==> src/rtl/taxi_xgmii_baser_enc_32.sv <==
// ============================================================================
// taxi_xgmii_baser_enc_32
//
// 10GBASE-R 64b/66b encoder with a 32-bit datapath. Consecutive valid XGMII
// words are paired into one 64-bit block (first word = lanes 0-3, second word
// = lanes 4-7). The block is classified and emitted as two 32-bit payload
// words. The 2-bit sync header goes out with the first word. This block does
// not scramble; its output feeds the PCS TX scrambler/gearbox.
//
// Ports
//   clk                    in   1   single clock domain
//   rst                    in   1   synchronous reset, active-high
//   xgmii_txd              in  32   XGMII data, lane 0 = [7:0]
//   xgmii_txc              in   4   XGMII control, bit n flags lane n
//   xgmii_tx_valid         in   1   input word valid (low = gearbox pause)
//   encoded_tx_data        out 32   block payload word
//   encoded_tx_data_valid  out  1   xgmii_tx_valid delayed by one cycle
//   encoded_tx_hdr         out  2   sync header, 2'b01 data, 2'b10 control
//   encoded_tx_hdr_valid   out  1   high with the first word of each block
//
// Timing
//   Phase-0 word accepted  -> captured. The output shows the second word of
//                             the previous block, or 0 after reset.
//   Phase-1 word accepted  -> block encoded and registered. The output shows
//                             the first word with hdr_valid=1.
//   A cycle with valid=0 holds all state. It drops both valids, and the data
//   and header outputs keep their values.
// ============================================================================

module taxi_xgmii_baser_enc_32 #(
   parameter int DATA_W = 32,
   parameter int CTRL_W = DATA_W/8,
   parameter int HDR_W  = 2
) (
   input  logic              clk,
   input  logic              rst,

   input  logic [DATA_W-1:0] xgmii_txd,
   input  logic [CTRL_W-1:0] xgmii_txc,
   input  logic              xgmii_tx_valid,

   output logic [DATA_W-1:0] encoded_tx_data,
   output logic              encoded_tx_data_valid,
   output logic [HDR_W-1:0]  encoded_tx_hdr,
   output logic              encoded_tx_hdr_valid
);

   // -------------------------------------------------------------------------
   // Parameter guard: the block layout below is hard-wired for 32/4/2.
   // -------------------------------------------------------------------------
   if (DATA_W != 32 || CTRL_W != DATA_W/8 || HDR_W != 2) begin : g_bad_params
      $error("taxi_xgmii_baser_enc_32: only DATA_W=32, CTRL_W=4, HDR_W=2 supported");
   end

   // -------------------------------------------------------------------------
   // Constants
   // -------------------------------------------------------------------------
   localparam logic [7:0] CH_IDLE  = 8'h07;
   localparam logic [7:0] CH_ERR   = 8'hFE;
   localparam logic [7:0] CH_START = 8'hFB;
   localparam logic [7:0] CH_TERM  = 8'hFD;
   localparam logic [7:0] CH_SEQ   = 8'h9C;

   localparam logic [6:0] CODE_IDLE = 7'h00;
   localparam logic [6:0] CODE_ERR  = 7'h1E;

   localparam logic [7:0] TYPE_CTRL = 8'h1E;
   localparam logic [7:0] TYPE_S0   = 8'h78;
   localparam logic [7:0] TYPE_S4   = 8'h33;
   localparam logic [7:0] TYPE_Q    = 8'h4B;

   // Terminate block types indexed by T lane: byte k is the type for lane k.
   localparam logic [63:0] TERM_TYPES = 64'hFF_E1_D2_CC_B4_AA_99_87;

   localparam logic [1:0] SYNC_DATA = 2'b01;
   localparam logic [1:0] SYNC_CTRL = 2'b10;

   // Substitute for any block that matches no legal format.
   localparam logic [63:0] BLOCK_INVALID = {{8{CODE_ERR}}, TYPE_CTRL};

   typedef struct packed {
      logic [1:0]  hdr;
      logic [63:0] payload;
   } enc_t;

   typedef enum logic {
      PHASE_LOW  = 1'b0,   // next valid word carries lanes 0-3
      PHASE_HIGH = 1'b1    // next valid word carries lanes 4-7
   } phase_t;

   // -------------------------------------------------------------------------
   // Block encoder
   //
   // Each block is encoded on its own. A block is legal only if it matches one
   // of the formats below exactly. Anything else becomes BLOCK_INVALID. That
   // covers unknown control characters, S/T/Q in the wrong lane, data after T,
   // and T followed by S in the same block.
   // -------------------------------------------------------------------------
   function automatic enc_t encode_block(input logic [63:0] d, input logic [7:0] c);
      enc_t        r;
      logic [7:0]  lane;
      logic [7:0]  idle_m;
      logic [7:0]  err_m;
      logic [7:0]  start_m;
      logic [7:0]  term_m;
      logic [7:0]  seq_m;
      logic [7:0]  term_ctrl;
      logic [7:0]  after_term;
      logic [55:0] codes;

      for (int i = 0; i < 8; i++) begin
         lane       = d[8*i +: 8];
         idle_m[i]  = c[i] && (lane == CH_IDLE);
         err_m[i]   = c[i] && (lane == CH_ERR);
         start_m[i] = c[i] && (lane == CH_START);
         term_m[i]  = c[i] && (lane == CH_TERM);
         seq_m[i]   = c[i] && (lane == CH_SEQ);
         // 7-bit code for each lane, packed LSB-first. These codes are only
         // used where the lanes in question are known to be /I/ or /E/.
         codes[7*i +: 7] = idle_m[i] ? CODE_IDLE : CODE_ERR;
      end

      // NOTE: every output of this combinational function gets a value before
      // any branch, so no path leaves it unassigned and no latch can be
      // inferred where it is used.
      r.hdr     = SYNC_CTRL;
      r.payload = BLOCK_INVALID;

      if (c == 8'h00) begin
         // Pure data block: payload passes through unchanged.
         r.hdr     = SYNC_DATA;
         r.payload = d;
      end else if ((idle_m | err_m) == 8'hFF) begin
         // All control, idle/error only.
         r.payload = {codes, TYPE_CTRL};
      end else if (c == 8'h01 && start_m[0]) begin
         // Start in lane 0, D1..D7 follow.
         r.payload = {d[63:8], TYPE_S0};
      end else if (c == 8'h1F && start_m[4] && ((idle_m[3:0] | err_m[3:0]) == 4'hF)) begin
         // Idles/errors in lanes 0-3, start in lane 4. Four pad bits sit
         // between the codes and D5..D7.
         r.payload = {d[63:40], 4'h0, codes[27:0], TYPE_S4};
      end else if (c == 8'hF1 && seq_m[0] && (idle_m[7:4] == 4'hF)) begin
         // Ordered set in lane 0. O-code is 0 and the four idle codes are 0.
         r.payload = {28'h0, 4'h0, d[31:8], TYPE_Q};
      end else begin
         // Terminate in lane k: lanes below k are data, lanes above k are
         // idle. The control mask for that shape is 8'hFF << k. At most one
         // k can match a given mask.
         for (int k = 0; k < 8; k++) begin
            term_ctrl  = 8'hFF << k;
            after_term = 8'hFF << (k + 1);
            if (c == term_ctrl && term_m[k] && ((idle_m & after_term) == after_term)) begin
               // Idle codes after T are all zero, so only the data bytes and
               // the type byte are nonzero.
               r.payload = {56'h0, TERM_TYPES[8*k +: 8]};
               for (int j = 0; j < 7; j++) begin
                  if (j < k) begin
                     r.payload[8*(j+1) +: 8] = d[8*j +: 8];
                  end
               end
            end
         end
      end

      return r;
   endfunction

   // -------------------------------------------------------------------------
   // State
   // -------------------------------------------------------------------------
   phase_t      phase;
   logic [31:0] low_data;    // phase-0 capture, lanes 0-3 data
   logic [3:0]  low_ctrl;    // phase-0 capture, lanes 0-3 control
   logic [31:0] pend_word;   // second payload word, sent on the next valid cycle
   enc_t        enc;

   // The block completes with the word on the input this cycle.
   assign enc = encode_block({xgmii_txd, low_data}, {xgmii_txc, low_ctrl});

   // -------------------------------------------------------------------------
   // Phase FSM and registered outputs
   // -------------------------------------------------------------------------
   // NOTE: all state in this block uses non-blocking assignments. Every
   // right-hand side then sees the pre-edge values, whatever the statement
   // order.
   always_ff @(posedge clk) begin
      if (rst) begin
         phase                 <= PHASE_LOW;
         low_data              <= '0;
         low_ctrl              <= '0;
         pend_word             <= '0;
         encoded_tx_data       <= '0;
         encoded_tx_data_valid <= 1'b0;
         encoded_tx_hdr        <= '0;
         encoded_tx_hdr_valid  <= 1'b0;
      end else begin
         encoded_tx_data_valid <= xgmii_tx_valid;
         encoded_tx_hdr_valid  <= 1'b0;

         if (xgmii_tx_valid) begin
            case (phase)
               PHASE_LOW: begin
                  // Capture lanes 0-3. Release the previous block's second
                  // word in the same cycle.
                  low_data        <= xgmii_txd;
                  low_ctrl        <= xgmii_txc;
                  encoded_tx_data <= pend_word;
                  phase           <= PHASE_HIGH;
               end
               PHASE_HIGH: begin
                  encoded_tx_data      <= enc.payload[31:0];
                  encoded_tx_hdr       <= enc.hdr;
                  encoded_tx_hdr_valid <= 1'b1;
                  pend_word            <= enc.payload[63:32];
                  phase                <= PHASE_LOW;
               end
               default: begin
                  phase <= PHASE_LOW;
               end
            endcase
         end
      end
   end

endmodule
==> config.mk <==
export PLATFORM = sky130hd
export DESIGN_NAME = taxi_xgmii_baser_enc_32
export DESIGN_NICKNAME = d
export VERILOG_FILES = /design/src/rtl/taxi_xgmii_baser_enc_32.sv
export SDC_FILE = /design/constraint.sdc
export NUM_CORES = 1
export LEC_CHECK = 0
export CAP_MARGIN = 20
export CORE_AREA = 2 2 121 123
export DETAILED_ROUTE_END_ITERATION = 10
export DIE_AREA = 0 0 123 125
export GPL_TIMING_DRIVEN = 0
export PLACE_DENSITY = 0.73
export SLEW_MARGIN = 20
export SYNTH_ARGS = -nofsm -noshare
export SYNTH_HDL_FRONTEND = slang
export SYNTH_SLANG_ARGS = --single-unit
==> constraint.sdc <==
create_clock -name clk -period 6 [get_ports clk]
set_input_delay 0.6 -clock clk [delete_from_list [all_inputs] [get_ports clk]]
set_output_delay 0.6 -clock clk [all_outputs]
set_load 0.01 [all_outputs]
# Yosys cells after proc, flatten, opt, wreduce, memory -nomap -nowiden
# Index checks and enable logic that the tools add are counted.
op_classes:
  addsub: 0
  n_mul: 0
  div_mod_pow: 0
  n_lt_le_gt_ge: 0
  eq_ne: 46
  shifts: 0
  muxes: 25
  n_bitwise: 4
  n_reduce_logical: 51
op_table:
  columns: ["cell", "n"]
  rows:
  - ["$mux W64", 12]
  - ["$eq A8 B8 Y1 const B", 29]
  - ["$eq A8 B3 Y1 const B", 8]
  - ["$pmux W32 S2", 1]
  - ["$mux W62", 1]
  - ["$logic_and A1 B1 Y1", 47]
  - ["$mux W5", 8]
  - ["$eq A4 B4 Y1 const B", 2]
  - ["$eq A8 B1 Y1 const B", 1]
  - ["$eq A8 B5 Y1 const B", 1]
  - ["$logic_not A8 Y1", 1]
  - ["$or A8 B8 Y8", 1]
  - ["$eq A7 B7 Y1 const B", 1]
  - ["$eq A6 B6 Y1 const B", 1]
  - ["$eq A5 B5 Y1 const B", 1]
  - ["$or A4 B4 Y4", 1]
  - ["$reduce_and A2 Y1", 2]
  - ["$eq A3 B3 Y1 const B", 1]
  - ["$eq A2 B2 Y1 const B", 1]
  - ["$mux W2", 1]
  - ["$not A1 Y1", 2]
  - ["$pmux W1 S2", 1]
  - ["$reduce_or A2 Y1", 1]
  - ["$mux W1", 1]
word_totals:
  ff_bits: 105
  latchBits: 0
  ram_bits: 0
  mem_bits_ro: 0
  output_inout_bits: 36
  memories: 0

# Logic depth before layout (Yosys ltp)
# Gate-level depths: netlist of the first run.
logic_depth:
  word_depth: 18
  depth_mapped: 13
  depth_no_buf: 8

# Worst setup path before layout of the first run
# Ideal clock, no wire load.
synth_path:
  path_type: "input -> register"
  start: "in xgmii_txc[0]"
  end: "reg pend_word[12]"
  setup_ns: 0.131
  arrival_ns: 3.115
  slack_ns: 2.754
  path_stages: 11
  path_buffers: 3
  path_cell_list: "buf_2 > or4b_2 > or4b_1 > nor4_2 > a22oi_1 > and4b_1 > buf_6 > and3_4 > buf_6 > a221oi_1 > o22ai_1"
synth_between:
  elab_chain_cells: 16
synth_lines:
  columns: ["item", "line", "rtl"]
  rows:
  - ["start, declared", "39", "input logic [CTRL_W-1:0] xgmii_txc,"]
  - ["$eq A8 B8 Y1 / $logic_and A1 B1 Y1 (equally long branches)", "153, 113", null]
  - ["$logic_and A1 B1 Y1 / $eq A7 B7 Y1 (equally long branches)", "153", "if (c == term_ctrl && term_m[k] && ((idle_m & after_term) == after_term)) begin"]
  - ["$logic_and A1 B1 Y1", "153", null]
  - ["$mux W62", "153", null]
  - ["$mux W64 (7 in series)", "153", null]
  - ["$mux W64", "143", "end else if (c == 8'hF1 && seq_m[0] && (idle_m[7:4] == 4'hF)) begin"]
  - ["$mux W64", "139", "end else if (c == 8'h1F && start_m[4] && ((idle_m[3:0] | err_m[3:0]) == 4'hF)) begin"]
  - ["$mux W64", "136", "end else if (c == 8'h01 && start_m[0]) begin"]
  - ["$mux W64", "133", "end else if ((idle_m | err_m) == 8'hFF) begin"]
  - ["$mux W64 (*)", "129", "if (c == 8'h00) begin"]
  - ["end signal, assigned", "215", "pend_word <= enc.payload[63:32];"]
  - ["end, declared", "175", "logic [31:0] pend_word;"]
# Every way passes the cells marked *; elsewhere a longest branch is shown, timed or not.
# A chain may end at the register's enable or synchronous reset.

# Worst setup path after layout of the first run
layout_path:
  start: "in xgmii_txd[8]"
  end: "reg pend_word[26]"
layout_between:
  elab_chain_cells: 17
layout_lines:
  columns: ["item", "line", "rtl"]
  rows:
  - ["start, declared", "38", "input logic [DATA_W-1:0] xgmii_txd,"]
  - ["$eq A8 B3 Y1", "113", "idle_m[i] = c[i] && (lane == CH_IDLE);"]
  - ["$logic_and A1 B1 Y1", "113", null]
  - ["$eq A7 B7 Y1", "153", null]
  - ["$logic_and A1 B1 Y1", "153", null]
  - ["$mux W62", "153", null]
  - ["$mux W64 (7 in series)", "153", null]
  - ["$mux W64", "143", null]
  - ["$mux W64", "139", null]
  - ["$mux W64", "136", null]
  - ["$mux W64 (*)", "133", null]
  - ["$mux W64 (*)", "129", null]
# Marks and branches as above.

==> impl_metrics.env, run 1 <==
export IMPL_drive_gt1_share_pct=5.86
export IMPL_synth_net_count=1011
export IMPL_finalSetupViolCount=0
export IMPL_synth_seq_cells=105
export IMPL_grt_pass1_vias=8181
export IMPL_pin_count=75
export IMPL_syn_cell_area_um2=6940
export IMPL_rows=44
export IMPL_end_kind="register"
export IMPL_register_area_um2=2100
export IMPL_drt_iter0_drc=1240
export IMPL_vias=8799
export IMPL_slowest_delay_ps=1000
export IMPL_rsz0062_at_grt="no"
export IMPL_arrival_ps=4610
export IMPL_synth_cell_type_count=72
export IMPL_drc=0
export IMPL_final_hold_viol_count=0
export IMPL_crit_top_cell="or3_1"
export IMPL_yosysSeqAreaShare_pct=30.3
export IMPL_die_area_um2=15400
export IMPL_fmax_ghz=0.228
export IMPL_tightest_slew_ps=1220
export IMPL_path_max_fanout=7
export IMPL_worstSkewPairLatency_ps=370
export IMPL_outcome="finished clean"
export IMPL_routabilityCongestion=1.08
export IMPL_dr_pass1_iters=8
export IMPL_fin_util_pct=57.7
export IMPL_fillers=1444
export IMPL_synth_top_cell_area_share_pct=30.3
export IMPL_yosys_warnings=0
export IMPL_hold_buffers=0
export IMPL_min_path_type="register to register"
export IMPL_synthArstFlopShare_pct=0
export IMPL_grt_max_degree=19
export IMPL_slew_headroom_pct=17.7
export IMPL_grt_pass1_wl_mm=51.3
export IMPL_maxCapViolations=0
export IMPL_wl_mm=34.5
export IMPL_yosysTopAreaCell="dfxtp_1"
export IMPL_slowest_stage="o31ai_1"
export IMPL_crit_chain="clkdlybuf4s50_1 > or4b_4 > or3_1 > or3_1 > o31ai_1 > a311o_1 > nor4_1 > o21ai_0 > a31oi_1"
export IMPL_cts_tree="yes"
export IMPL_finalCritPeriodShare_pct=73.2
export IMPL_io_buffer_count=70
export IMPL_rrSetupSlack_ps=2050
export IMPL_irDropWorstVdd_mv=0.146
export IMPL_powerDensity_nw_per_um2=215
export IMPL_wl_per_cell_um=27.8
export IMPL_htree_levels=3
export IMPL_yosys_cell_count_top_type="nand2_1"
export IMPL_fin_nets=1092
export IMPL_post_cts_buffers=0
export IMPL_synth_ff_type="dfxtp_1"
export IMPL_cts_buffers_inserted=9
export IMPL_cts_repair_resized=0
export IMPL_insertedDiodeCount=0
export IMPL_period_needed_ps=4390
export IMPL_layout_setup_ws_ps=1610
export IMPL_path_class="input port to register"
export IMPL_die_w_um=123
export IMPL_hpwl_mm=26.1
export IMPL_slew_viol_final=0
export IMPL_die_h_um=125
export IMPL_clk_pin_slew_ps=80
export IMPL_worstReg2RegEnd="pend_word[14]"
export IMPL_grt_overflow_total=0
export IMPL_synth_avg_cell_area_um2=7.14
export IMPL_whs_ps=465
export IMPL_antenna_found_initial=0
export IMPL_rr_startpoint="low_ctrl[2]"
export IMPL_core_um2=14200
export IMPL_dp_cells=1226
export IMPL_area_growth_pct=18.1
export IMPL_multi_input_area_um2=4440
export IMPL_synthTopCellsByCount="nand2_1, dfxtp_1, a21oi_1"
export IMPL_synth_edff_count=0
export IMPL_dpl_worst_slack_ps=1420
export IMPL_cp_data_required_time_ps=6220
export IMPL_crit_end="pend_word[26]"
export IMPL_instances_no_fill=1242
export IMPL_antenna_left=0
export IMPL_startpoint_type="input port"
export IMPL_cp_startpoint="xgmii_txd[8]"
export IMPL_via_per_inst=7.08
export IMPL_initial_core_util_pct=48.8
export IMPL_yosys_top_cells_area="dfxtp_1, nand2_1, a21oi_1"
export IMPL_power_leakage_uw=0.00277
export IMPL_cts_max_path_buffers=2
export IMPL_clockRootBuffer="clkbuf_16"
export IMPL_clock_sinks=105
export IMPL_finalSetupTns_ps=0
export IMPL_fin_skew_ps=13.4
export IMPL_rr_worst_depth=12
export IMPL_syn_inst=972
export IMPL_track_usage_pct=45.4
## how the worst min path moves through the flow
stage	startpoint	to	slack, ps	cells past startpoint
floorplan	pend_word[9]	pend_word[9]	440	2
global placement	encoded_tx_hdr[0]	encoded_tx_hdr[0]	450	2
detailed placement	encoded_tx_hdr[0]	encoded_tx_hdr[0]	450	2
CTS	encoded_tx_hdr[0]	encoded_tx_hdr[0]	470	2
global route	encoded_tx_hdr[0]	encoded_tx_hdr[0]	490	2
finish	encoded_tx_hdr[0]	encoded_tx_hdr[0]	460	2
## stage by stage
step           cell area, µm²  total power, µW
2_1_floorplan            6940              924
3_3_place_gp             7870             1090
3_5_place_dp             7870             1090
4_1_cts                  8190             1740
5_1_grt                  8190             1800
6_report                 8190             1760
## placed cells by master (no fill, tap or decap), types with 5 or more instances in the layout
master	synthesis	routed
nand2_1	168	168
dfxtp_1	105	105
a21oi_1	101	101
clkdlybuf4s50_1	0	70
nor2_1	61	61
clkbuf_1	56	57
nand3_1	47	47
o21ai_0	38	38
a31oi_1	31	31
or3_1	30	30
a22o_1	23	23
nor4_1	21	21
nand4_1	20	20
nor3_1	18	18
o22ai_1	18	18
and3_1	17	17
inv_1	16	16
nor2b_1	13	13
a221oi_1	12	12
o211ai_1	10	10
a211oi_1	10	10
buf_2	9	9
or4_1	9	9
clkbuf_16	0	9
or2_2	7	7
nand3b_1	7	7
o221ai_1	7	7
o2111ai_1	7	7
buf_1	6	6
and2_1	6	6
and4_1	6	6
a21o_1	6	6
or4b_2	5	5
o21a_1	5	5
## metal layers
metal	vias up	track usage (%)	wire, µm
met5	-	0	0
met4	0	29.7	2780
met3	188	14.0	4910
met2	723	62.0	13700
met1	4070	61.0	13100
li1	3818	-	-
## cells by family after synthesis
group / synth area share (%)
buffers and inverters: 5.70
flip-flops: 30.3
AO/OA/AOI/OAI: 28.4
AND/OR/NAND/NOR: 35.4
multiplexers: 0.162
## worst max-delay path, delay by kind of cell
kind | cells | cell delay (ps)
compound gates | 4 | 1540
buf+inv | 1 | 850
simple gates | 4 | 1610
## where the power goes
| part | total, µW | internal [µW] | leakage, µW | switching [µW] |
|---|---|---|---|---|
| combinational | 305 | 109 | 0.00175 | 196 |
| clock | 671 | 372 | 0.000158 | 299 |
| sequential | 783 | 735 | 0.000861 | 47.5 |
| total | 1760 | 1220 | 0.00277 | 542 |
## final cells by class
cell class / count / area share, %
Tap cell: 184 / 2.81
Timing Repair Buffer: 70 / 8.55
Multi-Input combinational cell: 773 / 54.2
Inverter: 17 / 0.779
Buffer: 77 / 4.05
Clock buffer: 10 / 2.79
Clock inverter: 6 / 1.16
Sequential cell: 105 / 25.7
## registers in the layout, summed over array words and instances, names as in the netlist
| register | flops |
|---|---|
| encoded_tx_data_valid | 1 |
| low_ctrl | 4 |
| encoded_tx_hdr_valid | 1 |
| phase | 1 |
| encoded_tx_data | 32 |
| pend_word | 32 |
| encoded_tx_hdr | 2 |
| low_data | 32 |
Power figures use the tool's default switching activity.
==> run 2, diff against run 1 <==
--- a/config.mk
+++ b/config.mk
@@ -10,7 +10,7 @@
 export DETAILED_ROUTE_END_ITERATION = 10
 export DIE_AREA = 0 0 123 125
 export GPL_TIMING_DRIVEN = 0
-export PLACE_DENSITY = 0.73
+export PLACE_DENSITY = 0.76
 export SLEW_MARGIN = 20
 export SYNTH_ARGS = -nofsm -noshare
 export SYNTH_HDL_FRONTEND = slang
==> constraint.sdc (replaced) <==
create_clock -name clk -period 3.9 [get_ports clk]
set_input_delay 0.39 -clock clk [delete_from_list [all_inputs] [get_ports clk]]
set_output_delay 0.39 -clock clk [all_outputs]
set_load 0.01 [all_outputs]
==> run 2 against run 1 <==
Effect of this change:
- clock skew about the same
- critical path type unchanged
- sequential cell count unchanged
- combinational power increased by 54%
- critical path depth decreased by 1
- first-iteration DRC count decreased by 3.1%
- routed wire length increased by 1.8%
- register-to-register slack got worse by 1800 ps
- power increased by 53%
==> impl_metrics.env, run 2 (synthesized netlist as in run 1, its figures left out) <==
export IMPL_track_usage_pct=45.6
export IMPL_fin_util_pct=58.1
export IMPL_die_area_um2=15400
export IMPL_grt_overflow_total=0
export IMPL_grt_pass1_wl_mm=51.3
export IMPL_dpl_worst_slack_ps=-286
export IMPL_final_hold_viol_count=0
export IMPL_core_um2=14200
export IMPL_cp_data_required_time_ps=4110
export IMPL_cts_tree="yes"
export IMPL_grt_max_degree=21
export IMPL_rows=44
export IMPL_die_h_um=125
export IMPL_hold_buffers=0
export IMPL_arrival_ps=4090
export IMPL_layout_setup_ws_ps=21.0
export IMPL_multi_input_area_um2=4490
export IMPL_rsz0062_at_grt="no"
export IMPL_irDropWorstVdd_mv=0.250
export IMPL_powerDensity_nw_per_um2=326
export IMPL_slew_headroom_pct=32.7
export IMPL_path_max_fanout=6
export IMPL_maxCapViolations=0
export IMPL_io_buffer_count=70
export IMPL_area_growth_pct=19.0
export IMPL_via_per_inst=7.14
export IMPL_slew_viol_final=0
export IMPL_htree_levels=3
export IMPL_tightest_slew_ps=1010
export IMPL_drc=0
export IMPL_final_cell_mix="nand2_1, dfxtp_1, a21oi_1, clkdlybuf4s50_1, nor2_1"
export IMPL_path_class="input port to register"
export IMPL_initial_core_util_pct=48.8
export IMPL_cts_max_path_buffers=2
export IMPL_drive_gt1_share_pct=6.80
export IMPL_fmax_ghz=0.258
export IMPL_min_path_type="input port to register"
export IMPL_reg_top3="encoded_tx_data (32), low_data (32), pend_word (32)"
export IMPL_wl_mm=35.1
export IMPL_finalCritPeriodShare_pct=99.5
export IMPL_fin_nets=1093
export IMPL_antenna_found_initial=0
export IMPL_antenna_left=0
export IMPL_period_needed_ps=3880
export IMPL_dp_cells=1226
export IMPL_pin_count=75
export IMPL_hpwl_mm=26.5
export IMPL_vias=8875
export IMPL_clockRootBuffer="clkbuf_16"
export IMPL_register_area_um2=2100
export IMPL_wl_per_cell_um=28.3
export IMPL_outcome="finished clean"
export IMPL_whs_ps=361
export IMPL_dr_pass1_iters=8
export IMPL_routabilityCongestion=1.11
export IMPL_startpoint_type="input port"
export IMPL_worstSkewPairLatency_ps=370
export IMPL_end_kind="register"
export IMPL_power_leakage_uw=0.00282
export IMPL_drt_iter0_drc=1201
export IMPL_final_common_cell="nand2_1"
export IMPL_clock_sinks=105
export IMPL_die_w_um=123
export IMPL_insertedDiodeCount=0
export IMPL_clk_pin_slew_ps=90
export IMPL_cts_buffers_inserted=9
export IMPL_grt_pass1_vias=8125
export IMPL_finalSetupViolCount=0
export IMPL_fin_skew_ps=13.3
export IMPL_fillers=1429
export IMPL_instances_no_fill=1243
[run 2: cell types whose count changed in the layout (fill, tap and decap cells not counted), sizes merged]
cell           delta
dlymetal6s2s      +3
clkinv            +1
buf               +2
clkbuf            -2
clkinvlp          +1
bufinv            -1
clkdlybuf4s50     -3
[run 2: stage by stage]
stage	cell area [µm²]	power, µW	setup TNS (ps)
2_1_floorplan	6940	1420	0
3_3_place_gp	7870	1670	-10890
3_5_place_dp	7870	1670	-5000
4_1_cts	8200	2660	0
5_1_grt	8250	2740	0
6_report	8250	2690	0
[run 2: timing repair]
action / 4_1_cts / 5_1_grt
pin swaps: 0 / 1
endpoints found under the setup margin: 4 / 14
setup buffers: 0 / 2
gates resized for setup: 1 / 9
[run 2: report_power, final]
group          internal (µW)  switching [µW]
registers               1130            75.9
logic                    168             303
clock network            518             493
[run 2: final timing paths]
kind	from	end	slack, ps	cells after the start
worst min register to register	pend_word[9]	pend_word[9]	470	2
worst min-delay path	xgmii_txc[0]	low_ctrl[0]	360	3
worst max-delay path	xgmii_txd[11]	encoded_tx_data[19]	20	8
worst max register to register	low_ctrl[3]	encoded_tx_data[3]	250	9
[run 2: cell type report]
type | instances | share of cell area [%]
Multi-Input combinational cell | 773 | 54.4
Timing Repair Buffer | 72 | 8.76
Tap cell | 184 | 2.79
Inverter | 17 | 0.773
Sequential cell | 105 | 25.5
Clock inverter | 7 | 1.14
Buffer | 76 | 3.97
Clock buffer | 9 | 2.73
[run 2: worst max-delay path, stage by stage]
cell and delay [ps]:
clkdlybuf4s50_1 700, or3b_2 680, or3_1 400, or3_1 480, nor3_1 620, nor4bb_1 250, a221oi_1 440, o22ai_1 120
[run 2: layer usage]
layer  global-route usage [%]  vias up  routed length [µm]
met4                     29.9        0                2870
met1                     60.3     4140               13400
met3                     13.8      176                4700
li1                         -     3811                   -
met2                     63.6      748               14100
met5                        0        -                   0
==> run 3, diff against run 2 <==
--- a/config.mk
+++ b/config.mk
@@ -6,11 +6,11 @@
 export NUM_CORES = 1
 export LEC_CHECK = 0
 export CAP_MARGIN = 20
-export CORE_AREA = 2 2 121 123
+export CORE_AREA = 2 2 190 99
 export DETAILED_ROUTE_END_ITERATION = 10
-export DIE_AREA = 0 0 123 125
+export DIE_AREA = 0 0 192 101
 export GPL_TIMING_DRIVEN = 0
-export PLACE_DENSITY = 0.76
+export PLACE_DENSITY = 0.63
 export SLEW_MARGIN = 20
 export SYNTH_ARGS = -nofsm -noshare
 export SYNTH_HDL_FRONTEND = slang
==> run 3 against run 2 <==
Effect of this change:
- critical path depth rose by 3
- register-to-register slack lost 190 ps
- clock skew shrank 3.3 ps
- core utilization shrank 11 points
- largest cell class unchanged
- largest power group unchanged
==> impl_metrics.env, run 3 (synthesized netlist as in run 1, its figures left out) <==
export IMPL_rrSetupSlack_ps=60
export IMPL_layout_setup_ws_ps=34.4
export IMPL_worstHoldPathCells=3
export IMPL_outcome="finished clean"
export IMPL_grt_max_degree=20
export IMPL_clock_sinks=105
export IMPL_clkPwrFrac_pct=35.9
export IMPL_drt_iter0_drc=1651
export IMPL_final_common_cell="nand2_1"
export IMPL_finalSetupTns_ps=0
export IMPL_insertedDiodeCount=0
export IMPL_die_h_um=101
export IMPL_irDropWorstVdd_mv=0.216
export IMPL_startpoint_type="input port"
export IMPL_hold_buffers=0
export IMPL_rr_startpoint="low_data[16]"
export IMPL_reg_top3="encoded_tx_data (32), low_data (32), pend_word (32)"
export IMPL_wl_per_cell_um=30.0
export IMPL_arrival_ps=4090
export IMPL_track_usage_pct=40.2
export IMPL_die_area_um2=19400
export IMPL_power_frac_seq_pct=45.4
export IMPL_final_cell_mix="nand2_1, dfxtp_1, a21oi_1, nor2_1, clkbuf_1"
export IMPL_initial_core_util_pct=38.8
export IMPL_cts_buffers_inserted=9
export IMPL_tightest_slew_ps=1120
export IMPL_slew_headroom_pct=24.1
export IMPL_vias=8953
export IMPL_via_per_inst=6.88
export IMPL_routabilityCongestion=1.08
export IMPL_finalCritPeriodShare_pct=99.1
export IMPL_clockRootBuffer="clkbuf_16"
export IMPL_p_comb_share_pct=18.8
export IMPL_antenna_left=0
export IMPL_cts_tree="yes"
export IMPL_dr_pass1_iters=6
export IMPL_rows=35
export IMPL_fmax_ghz=0.259
export IMPL_core_um2=17900
export IMPL_dpl_worst_slack_ps=-639
export IMPL_intPower_uw=1770
export IMPL_die_w_um=192
export IMPL_switching_share_pct=33.6
export IMPL_whs_ps=376
export IMPL_pin_count=75
export IMPL_grt_overflow_total=0
export IMPL_path_class="input port to register"
export IMPL_end_kind="register"
export IMPL_min_from="xgmii_txd[0]"
export IMPL_grt_pass1_wl_mm=55.0
export IMPL_cp_data_required_time_ps=4120
export IMPL_rr_worst_depth=11
export IMPL_slew_viol_final=0
export IMPL_hpwl_mm=30.1
export IMPL_clk_pin_slew_ps=80
export IMPL_drc=0
export IMPL_drive_gt1_share_pct=7.44
export IMPL_grt_pass1_vias=7824
export IMPL_htree_levels=3
export IMPL_switching_power_uw=896
export IMPL_p_total_uw=2660
export IMPL_powerDensity_nw_per_um2=318
export IMPL_wl_mm=39.0
export IMPL_antenna_found_initial=0
export IMPL_min_path_type="input port to register"
export IMPL_fin_nets=1096
export IMPL_io_buffer_count=70
export IMPL_hold_end="low_data[0]"
export IMPL_rsz0062_at_grt="no"
export IMPL_cts_max_path_buffers=2
export IMPL_fin_skew_ps=9.99
export IMPL_worstSkewPairLatency_ps=370
export IMPL_worstReg2RegEnd="pend_word[14]"
export IMPL_maxCapViolations=0
export IMPL_power_leakage_uw=0.00292
export IMPL_finalSetupViolCount=0
export IMPL_path_max_fanout=10
export IMPL_period_needed_ps=3870
export IMPL_final_hold_viol_count=0
export IMPL_area_growth_pct=20.7
run 3: cell count changes in the layout (fill, tap and decap cells not counted), moves of 2 or more:
cell / previous run / this run
buf_2: 9 / 6
dlygate4sd2_1: 0 / 3
buf_4: 4 / 6
nor2_4: 0 / 2
clkbuf_4: 0 / 3
dlymetal6s2s_1: 3 / 13
clkdlybuf4s50_1: 67 / 54
nor2_1: 61 / 59
run 3: timing repair:
item	CTS	global route
endpoints found under the setup margin	16	39
resized for setup	6	27
pin swaps	2	2
buffers inserted	1	2
run 3: worst max-delay path by stage:
stage | from | end | slack, ps | cells after the start
2_1_floorplan | xgmii_txc[0] | pend_word[12] | 860 | 11
3_3_place_gp | xgmii_txd[13] | pend_word[7] | -900 | 8
3_5_place_dp | xgmii_txd[16] | pend_word[14] | -640 | 11
4_1_cts | xgmii_txd[13] | encoded_tx_data[26] | 0.4 | 11
5_1_grt | low_ctrl[2] | pend_word[13] | 8 | 13
6_report | xgmii_txd[12] | pend_word[28] | 30 | 11
run 3: power groups by stage:
stage               sequential (µW)  clock [µW]  combinational, µW
floorplan                      1200           0                220
global placement               1230           0                471
detailed placement             1230           0                472
CTS                            1200         966                471
global route                   1210        1010                520
finish                         1210         955                499
run 3: layout make-up:
type | count | area, µm²
Tap cell | 240 | 300
Inverter | 17 | 63.8
Timing Repair Buffer | 74 | 759
Sequential cell | 105 | 2100
Buffer | 77 | 339
Clock inverter | 6 | 55.1
Fill cell | 1898 | 9490
Clock buffer | 10 | 239
Multi-Input combinational cell | 773 | 4520
run 3: routing by layer:
metal	GRT usage, %	up-vias	routed length (µm)
li1	-	3825	-
met4	9.28	0	813
met1	60.3	4279	17300
met2	48.3	788	13500
met3	20.6	61	7370
met5	0	-	0
run 3: critical path, stage by stage:
cell and delay [ps]:
clkdlybuf4s50_1 740, or3b_2 690, or3_1 430, a21oi_2 320, and4_1 220, buf_2 240, clkbuf_4 290, nand3_1 240
o21a_1 330, o211ai_1 120, a31oi_1 60
run 3: per-stage QoR:
step                      util [%]  std cells  instance area (µm²)
after floorplan                  -        972                 6940
after global placement        44.4       1282                 7940
after detailed placement      44.5       1283                 7950
after CTS                     46.2       1300                 8260
after global routing          46.9       1302                 8370
final                         46.9       1302                 8370
